File: src/rtl/alu_pkg.sv
// alu_pkg: constants shared by the sequential ALU and its iterative multiply/divide unit.
//   - 4-bit opcode encodings
//   - FSM state encoding
//   - default result for an illegal opcode (sliced to the ALU width by the user)
//   - helper that tells whether an opcode needs the iterative datapath
package alu_pkg;

    localparam logic [3:0] OpAnd  = 4'b0000;
    localparam logic [3:0] OpOr   = 4'b0001;
    localparam logic [3:0] OpAdd  = 4'b0010;
    localparam logic [3:0] OpNor  = 4'b0011;
    localparam logic [3:0] OpSub  = 4'b0110;
    localparam logic [3:0] OpSlt  = 4'b0111;
    localparam logic [3:0] OpMul  = 4'b1000;
    localparam logic [3:0] OpDivu = 4'b1001;

    // Wide enough for the largest legal WIDTH (64).
    localparam logic [63:0] IllegalResult = 64'h0;

    typedef enum logic [1:0] {
        StIdle = 2'd0,
        StBusy = 2'd1,
        StDone = 2'd2
    } alu_state_e;

    function automatic logic is_muldiv(input logic [3:0] op);
        return (op == OpMul) || (op == OpDivu);
    endfunction

endpackage

File: src/rtl/alu_muldiv_iter.sv
// alu_muldiv_iter: one-bit-per-cycle unsigned multiply (shift-add, low WIDTH bits kept)
// and unsigned divide (restoring, MSB first).
// Ports:
//   clk_i, rst_i        clock, asynchronous active-high reset
//   start_i             load operands and begin; the first iteration runs on the next edge
//   div_i               1 = divide, 0 = multiply (sampled with start_i)
//   a_i, b_i            multiplicand/multiplier or dividend/divisor
//   done_o              high during the cycle whose edge performs the final iteration
//   res_o, rem_o        product/quotient and remainder as they will be after that edge
// Exactly WIDTH iterations are run. Divide by zero naturally yields quotient all ones and
// remainder equal to the dividend, because every trial subtraction of zero succeeds.
module alu_muldiv_iter
    import alu_pkg::*;
#(
    parameter int unsigned WIDTH = 32
) (
    input  logic             clk_i,
    input  logic             rst_i,
    input  logic             start_i,
    input  logic             div_i,
    input  logic [WIDTH-1:0] a_i,
    input  logic [WIDTH-1:0] b_i,
    output logic             done_o,
    output logic [WIDTH-1:0] res_o,
    output logic [WIDTH-1:0] rem_o
);

    localparam int unsigned CntW = $clog2(WIDTH + 1);

    logic [CntW-1:0]  cnt_q, cnt_d;
    // acc: running product (mul) or partial remainder (div)
    logic [WIDTH-1:0] acc_q, acc_d;
    // opa: shifting multiplicand (mul) or dividend shifting out / quotient shifting in (div)
    logic [WIDTH-1:0] opa_q, opa_d;
    // opb: shifting multiplier (mul) or fixed divisor (div)
    logic [WIDTH-1:0] opb_q, opb_d;
    logic             div_q, div_d;
    logic             run_q, run_d;

    logic             last;
    logic [WIDTH:0]   trial;

    assign last  = run_q && (cnt_q == CntW'(WIDTH - 1));
    // Partial remainder with the next dividend bit shifted in; one extra bit so it cannot
    // overflow before the compare.
    assign trial = {acc_q, opa_q[WIDTH-1]};

    always_comb begin
        cnt_d = cnt_q;
        acc_d = acc_q;
        opa_d = opa_q;
        opb_d = opb_q;
        div_d = div_q;
        run_d = run_q;
        if (start_i) begin
            cnt_d = '0;
            acc_d = '0;
            opa_d = a_i;
            opb_d = b_i;
            div_d = div_i;
            run_d = 1'b1;
        end else if (run_q) begin
            cnt_d = cnt_q + CntW'(1);
            if (last) begin
                run_d = 1'b0;
            end
            if (div_q) begin
                if (trial >= {1'b0, opb_q}) begin
                    // Difference is below the divisor, so it fits in WIDTH bits.
                    acc_d = trial[WIDTH-1:0] - opb_q;
                    opa_d = {opa_q[WIDTH-2:0], 1'b1};
                end else begin
                    acc_d = trial[WIDTH-1:0];
                    opa_d = {opa_q[WIDTH-2:0], 1'b0};
                end
            end else begin
                if (opb_q[0]) begin
                    acc_d = acc_q + opa_q;
                end
                opa_d = {opa_q[WIDTH-2:0], 1'b0};
                opb_d = {1'b0, opb_q[WIDTH-1:1]};
            end
        end
    end

    always_ff @(posedge clk_i or posedge rst_i) begin
        if (rst_i) begin
            cnt_q <= '0;
            acc_q <= '0;
            opa_q <= '0;
            opb_q <= '0;
            div_q <= 1'b0;
            run_q <= 1'b0;
        end else begin
            cnt_q <= cnt_d;
            acc_q <= acc_d;
            opa_q <= opa_d;
            opb_q <= opb_d;
            div_q <= div_d;
            run_q <= run_d;
        end
    end

    // Next-state values so the caller can register the result on the final iteration edge.
    assign done_o = last;
    assign res_o  = div_q ? opa_d : acc_d;
    assign rem_o  = div_q ? acc_d : '0;

endmodule

File: src/rtl/alu_seq.sv
// alu_seq: sequential ALU with valid/ready handshake on both sides.
// Ports:
//   clk, reset                  clock, asynchronous active-high reset
//   in_valid, in_ready          request handshake (in_ready only in IDLE)
//   op, a, b                    opcode and operands, used at accept
//   out_valid, out_ready        result handshake (result held in DONE until taken)
//   result, rem                 primary result, remainder (DIVU only, else 0)
//   zout, nout, vout, err       zero, negative, signed overflow, illegal op / divide by zero
// Build option: define ALU_SEQ_MULDIV_EN to include the iterative MUL/DIVU datapath and
// the BUSY state. Without it, opcodes 1000/1001 are treated as illegal with 1-cycle latency.
module alu_seq
    import alu_pkg::*;
#(
    parameter int unsigned WIDTH = 32
) (
    input  logic             clk,
    input  logic             reset,
    input  logic             in_valid,
    output logic             in_ready,
    input  logic [3:0]       op,
    input  logic [WIDTH-1:0] a,
    input  logic [WIDTH-1:0] b,
    output logic             out_valid,
    input  logic             out_ready,
    output logic [WIDTH-1:0] result,
    output logic [WIDTH-1:0] rem,
    output logic             zout,
    output logic             nout,
    output logic             vout,
    output logic             err
);

    alu_state_e       state_q, state_d;
    logic             out_valid_q, out_valid_d;
    logic [WIDTH-1:0] result_q, result_d;
    logic [WIDTH-1:0] rem_q, rem_d;
    logic             zout_q, zout_d;
    logic             nout_q, nout_d;
    logic             vout_q, vout_d;
    logic             err_q, err_d;

    // Single-cycle datapath
    logic [WIDTH-1:0] sum, diff;
    logic             slt;
    logic [WIDTH-1:0] alu_res;
    logic             alu_v, alu_err;

    assign sum  = a + b;
    assign diff = a + ~b + WIDTH'(1);
    assign slt  = $signed(a) < $signed(b);

    always_comb begin
        alu_res = IllegalResult[WIDTH-1:0];
        alu_v   = 1'b0;
        alu_err = 1'b0;
        case (op)
            OpAnd: alu_res = a & b;
            OpOr:  alu_res = a | b;
            OpAdd: begin
                alu_res = sum;
                alu_v   = (a[WIDTH-1] == b[WIDTH-1]) && (sum[WIDTH-1] != a[WIDTH-1]);
            end
            OpNor: alu_res = ~(a | b);
            OpSub: begin
                alu_res = diff;
                alu_v   = (a[WIDTH-1] != b[WIDTH-1]) && (diff[WIDTH-1] != a[WIDTH-1]);
            end
            OpSlt: alu_res = {{(WIDTH - 1){1'b0}}, slt};
            default: alu_err = 1'b1;
        endcase
    end

`ifdef ALU_SEQ_MULDIV_EN
    logic             md_start;
    logic             md_done;
    logic [WIDTH-1:0] md_res;
    logic [WIDTH-1:0] md_rem;
    // Divide-by-zero is known at accept; remember it to raise err when the result lands.
    logic             divz_q, divz_d;

    alu_muldiv_iter #(
        .WIDTH (WIDTH)
    ) u_muldiv (
        .clk_i   (clk),
        .rst_i   (reset),
        .start_i (md_start),
        .div_i   (op == OpDivu),
        .a_i     (a),
        .b_i     (b),
        .done_o  (md_done),
        .res_o   (md_res),
        .rem_o   (md_rem)
    );
`endif

    always_comb begin
        state_d     = state_q;
        out_valid_d = out_valid_q;
        result_d    = result_q;
        rem_d       = rem_q;
        zout_d      = zout_q;
        nout_d      = nout_q;
        vout_d      = vout_q;
        err_d       = err_q;
`ifdef ALU_SEQ_MULDIV_EN
        md_start    = 1'b0;
        divz_d      = divz_q;
`endif
        case (state_q)
            StIdle: begin
                if (in_valid) begin
`ifdef ALU_SEQ_MULDIV_EN
                    if (is_muldiv(op)) begin
                        md_start = 1'b1;
                        divz_d   = (op == OpDivu) && (b == '0);
                        state_d  = StBusy;
                    end else
`endif
                    begin
                        state_d     = StDone;
                        out_valid_d = 1'b1;
                        result_d    = alu_res;
                        rem_d       = '0;
                        zout_d      = (alu_res == '0);
                        nout_d      = alu_res[WIDTH-1];
                        vout_d      = alu_v;
                        err_d       = alu_err;
                    end
                end
            end
`ifdef ALU_SEQ_MULDIV_EN
            StBusy: begin
                if (md_done) begin
                    state_d     = StDone;
                    out_valid_d = 1'b1;
                    result_d    = md_res;
                    rem_d       = md_rem;
                    zout_d      = (md_res == '0);
                    nout_d      = md_res[WIDTH-1];
                    vout_d      = 1'b0;
                    err_d       = divz_q;
                end
            end
`endif
            StDone: begin
                if (out_ready) begin
                    state_d     = StIdle;
                    out_valid_d = 1'b0;
                end
            end
            default: begin
                state_d     = StIdle;
                out_valid_d = 1'b0;
            end
        endcase
    end

    always_ff @(posedge clk or posedge reset) begin
        if (reset) begin
            state_q     <= StIdle;
            out_valid_q <= 1'b0;
            result_q    <= '0;
            rem_q       <= '0;
            zout_q      <= 1'b0;
            nout_q      <= 1'b0;
            vout_q      <= 1'b0;
            err_q       <= 1'b0;
`ifdef ALU_SEQ_MULDIV_EN
            divz_q      <= 1'b0;
`endif
        end else begin
            state_q     <= state_d;
            out_valid_q <= out_valid_d;
            result_q    <= result_d;
            rem_q       <= rem_d;
            zout_q      <= zout_d;
            nout_q      <= nout_d;
            vout_q      <= vout_d;
            err_q       <= err_d;
`ifdef ALU_SEQ_MULDIV_EN
            divz_q      <= divz_d;
`endif
        end
    end

    assign in_ready  = (state_q == StIdle);
    assign out_valid = out_valid_q;
    assign result    = result_q;
    assign rem       = rem_q;
    assign zout      = zout_q;
    assign nout      = nout_q;
    assign vout      = vout_q;
    assign err       = err_q;

endmodule

File: config.mk
export PLATFORM = sky130hd
export DESIGN_NAME = alu_seq
export DESIGN_NICKNAME = d
export VERILOG_FILES = /design/src/rtl/alu_pkg.sv /design/src/rtl/alu_muldiv_iter.sv /design/src/rtl/alu_seq.sv
export SDC_FILE = /design/constraint.sdc
export NUM_CORES = 1
export LEC_CHECK = 0
export CAP_MARGIN = 20
export CORE_UTILIZATION = 30
export DETAILED_ROUTE_END_ITERATION = 8
export GPL_TIMING_DRIVEN = 0
export PLACE_DENSITY = 0.57
export SLEW_MARGIN = 20
export SYNTH_ARGS = -nofsm -noshare
export SYNTH_HDL_FRONTEND = slang
export SYNTH_SLANG_ARGS = --single-unit
File: constraint.sdc
create_clock -name clk -period 4.2 [get_ports clk]
set_clock_uncertainty 0.05 [all_clocks]
set_input_delay 1.26 -clock clk [delete_from_list [all_inputs] [get_ports clk]]
set_output_delay 1.26 -clock clk [all_outputs]
set_load 0.02 [all_outputs]
==> results_dict.tcl <==
set metrics [dict create \
    status "complete, but fails checks" \
    failed_checks "setup timing" \
    fp.dieArea_mm2 0.0255 \
    drcViolationCount 0 \
    antenna_found_initial 0 \
    synth-seq-cells 36 \
    clkTransAtPathRegs_ns 0.05 \
    drt-wirelength-per-cell_um 20.1 \
    grt_pass1_vias 8570 \
    fin_ws_ns -0.117 \
    min_path_cells 2 \
    grtUsageMet2 0.378 \
    seqPwrFrac 0.178 \
    vias 9178 \
    p_comb_frac 0.659 \
    synth_top_area_frac 0.165 \
    areaGrowthSynthToFinish_pct 49.1 \
    required_ns 4.33 \
    coreArea_mm2 0.0243 \
    overflow 0 \
    antenna_left 0 \
    die_y_um 160 \
    powerDensity_mw_per_mm2 230 \
    cts_num_sinks 36 \
    initial_core_util 0.306 \
    synth_cell_type_count 89 \
    max_freq_ghz 0.232 \
    critical_path_buf_inv_count 3 \
    final_layout_size_suffix_gt1_frac 0.289 \
    p_sw_w 0.00113 \
    yosysSeqAreaShare 0.121 \
    critPathSlowestCell "clkdlybuf4s50_1" \
    synthesis.area_mm2 0.00745 \
    worst_slew_pin_slew_ns 1.02 \
    synth.most_common_cell "inv_1" \
    power_frac_clock 0.163 \
    gp_congestion 0.947 \
    root_buffer "clkbuf_16" \
    synth_edf_count 0 \
    end_kind "register" \
    arrival_ns 4.44 \
    dieWidth_um 160 \
    use_met1 0.344 \
    final.min_clock_period_ns 4.32 \
    grt_pass1_wl_um 49400 \
    avgViaCountPerCell 5.66 \
    io_buffers 107 \
    slowest_delay_ns 0.61 \
    crit_family "simple AND/OR/NAND/NOR gates" \
    r2r_cells 9 \
    synthTopCellsByArea "ha_1, dfrtp_1, a21oi_1" \
    fin_crit_sh 1.03 \
    clk_latency_ns 0.28 \
    diodes 0 \
    leakagePower_nw 4.80 \
    clk_path_buf_depth 2 \
    num-fill-cells 2427 \
    cts_htree_levels 2 \
    path_max_fanout 10 \
    p_int_w 0.00142 \
    hold_viol_final 0 \
    path_class "in -> reg" \
    timing.final.max_slew_violations 0 \
    yosysTopAreaCell "ha_1" \
    nets 1468 \
    drt_first_pass_iters 8 \
    ys.flop_type "dfrtp_1" \
    holdBufCountCts 0 \
    max_slew_margin 0.316 \
    min_path_type "reg -> reg" \
    netlist_instances 1072 \
    grt_max_degree 37 \
    preCtsSetupSlack_ns -1.49 \
    drt_wl_total_um 32600 \
    grt_usage 0.247 \
    final_cell_count_no_fill 1621 \
    ir_drop_mv 0.250 \
    busiest_layer "met2" \
    io_pins 142 \
    cp.depth 14 \
    cts_buffers 5 \
    syn_area_per_cell_um2 6.95 \
    cap_viol_max_count 0 \
    grtUsageMet3 0.0453 \
    ys_warn_count 0 \
    drt-initial-drc-count 924 \
    switching_share 0.444 \
    setup_violations 1 \
    synth_common_cells "inv_1, ha_1, nand2_1" \
    critPathLaunchType "input pin" \
    total_power_w 0.00255 \
    rsz0062_at_grt "yes" \
    place_inst 1534 \
    hpwl_um 24500 \
    async_reset_ff_frac 1.00 \
    rows 57 \
    cp_cell_sequence "clkdlybuf4s50_1 > or2_2 > buf_2 > nor2_4 > clkbuf_4 > a221oi_1 > o22ai_1 > a21oi_1 > nand4b_1 > nor4_2 > nand4_1 > nor3b_2 > nand3_1 > o41ai_2" \
    cts_tree "built" \
]
metal layers:
layer | wire [um] | vias up
li1 | - | 4275
met1 | 14500 | 4284
met2 | 13900 | 538
met3 | 3080 | 81
met4 | 1100 | 0
met5 | 0 | -
tightest hold or removal path, delay by kind of cell (launching register included):
family	cells	cell delay, ns
flip-flops	1	0.34
AND/OR/NAND/NOR	2	0.10
path summary, 6_finish.rpt:
kind | start | to | slack, ns
worst max register to register | out_valid$_DFFE_PP0P_ | zout$_DFFE_PP0P_ | 1.78
max in group asynchronous | reset | result[26]$_DFFE_PP0P_ | 2.26
worst max-delay path | op[3] | zout$_DFFE_PP0P_ | -0.12
worst min-delay path | result[20]$_DFFE_PP0P_ | result[20]$_DFFE_PP0P_ | 0.42
min in group asynchronous | reset | result[14]$_DFFE_PP0P_ | 1.38
worst min register to register | result[20]$_DFFE_PP0P_ | result[20]$_DFFE_PP0P_ | 0.42
area by class of cell:
class | count | area, um2 | area share
multi-input cells | 863 | 6830 | 0.615
repair buffers | 191 | 1710 | 0.154
flip-flops and latches | 36 | 901 | 0.0811
plain buffers | 94 | 676 | 0.0608
inverters | 105 | 415 | 0.0374
well taps | 324 | 405 | 0.0365
clock buffers | 6 | 129 | 0.0116
clock inverters | 2 | 35.0 | 0.00315
layout by cell type, fill, tap and decap left out, types with 16 or more instances in the layout:
master / instances
buf_4: 115
clkdlybuf4s50_1: 65
inv_1: 77
ha_1: 67
o21ai_0: 71
dfrtp_1: 36
dlygate4sd2_1: 21
nand3_1: 23
a31oi_1: 16
nor2_1: 86
nand2_1: 96
a21oi_1: 62
ha_4: 23
o211ai_1: 19
conb_1: 32
inv_2: 22
sequential cells by signal, summed over array words and instances (netlist names):
| name | cells |
|---|---|
| result | 32 |
| err | 1 |
| out_valid | 1 |
| vout | 1 |
| zout | 1 |
logic make-up (layout without fill, tap and decap cells):
kind of cell	count (synthesis)	count (layout)	synth area share
AO/OA/AOI/OAI	379	379	0.344
AND/OR/NAND/NOR	334	334	0.214
buffers and inverters	204	398	0.124
adder cells (fa/ha/maj)	100	100	0.170
flip-flops	36	36	0.121
multiplexers	13	13	0.0195
XOR/XNOR	5	5	0.00588
other	1	32	0.000503
through the flow:
stage               setup TNS, ns  hold WS [ns]  utilization  instance area, um2
global placement           -18.23         0.403        0.372                9050
detailed placement         -18.13         0.415        0.372                9050
global route               -0.202         0.451        0.457               11100
floorplan                       0         0.533            -                7580
CTS                       -0.0284         0.426        0.444               10800
finish                     -0.117         0.419        0.457               11100
timing repair:
action	in CTS	in global routing
setup buffers	69	16
endpoints found under the hold margin	0	0
resized for setup	315	64
pin swaps	71	26
setup endpoints to repair	30	8
power groups by stage:
stage          clock network (W)  logic (W)  registers (W)
2_1_floorplan                  0   0.000713       0.000540
3_3_place_gp                   0    0.00128       0.000458
3_5_place_dp                   0    0.00129       0.000461
4_1_cts                 0.000421    0.00157       0.000455
5_1_grt                 0.000434    0.00178       0.000465
6_report                0.000415    0.00168       0.000455
Power figures use the tool's default switching activity.
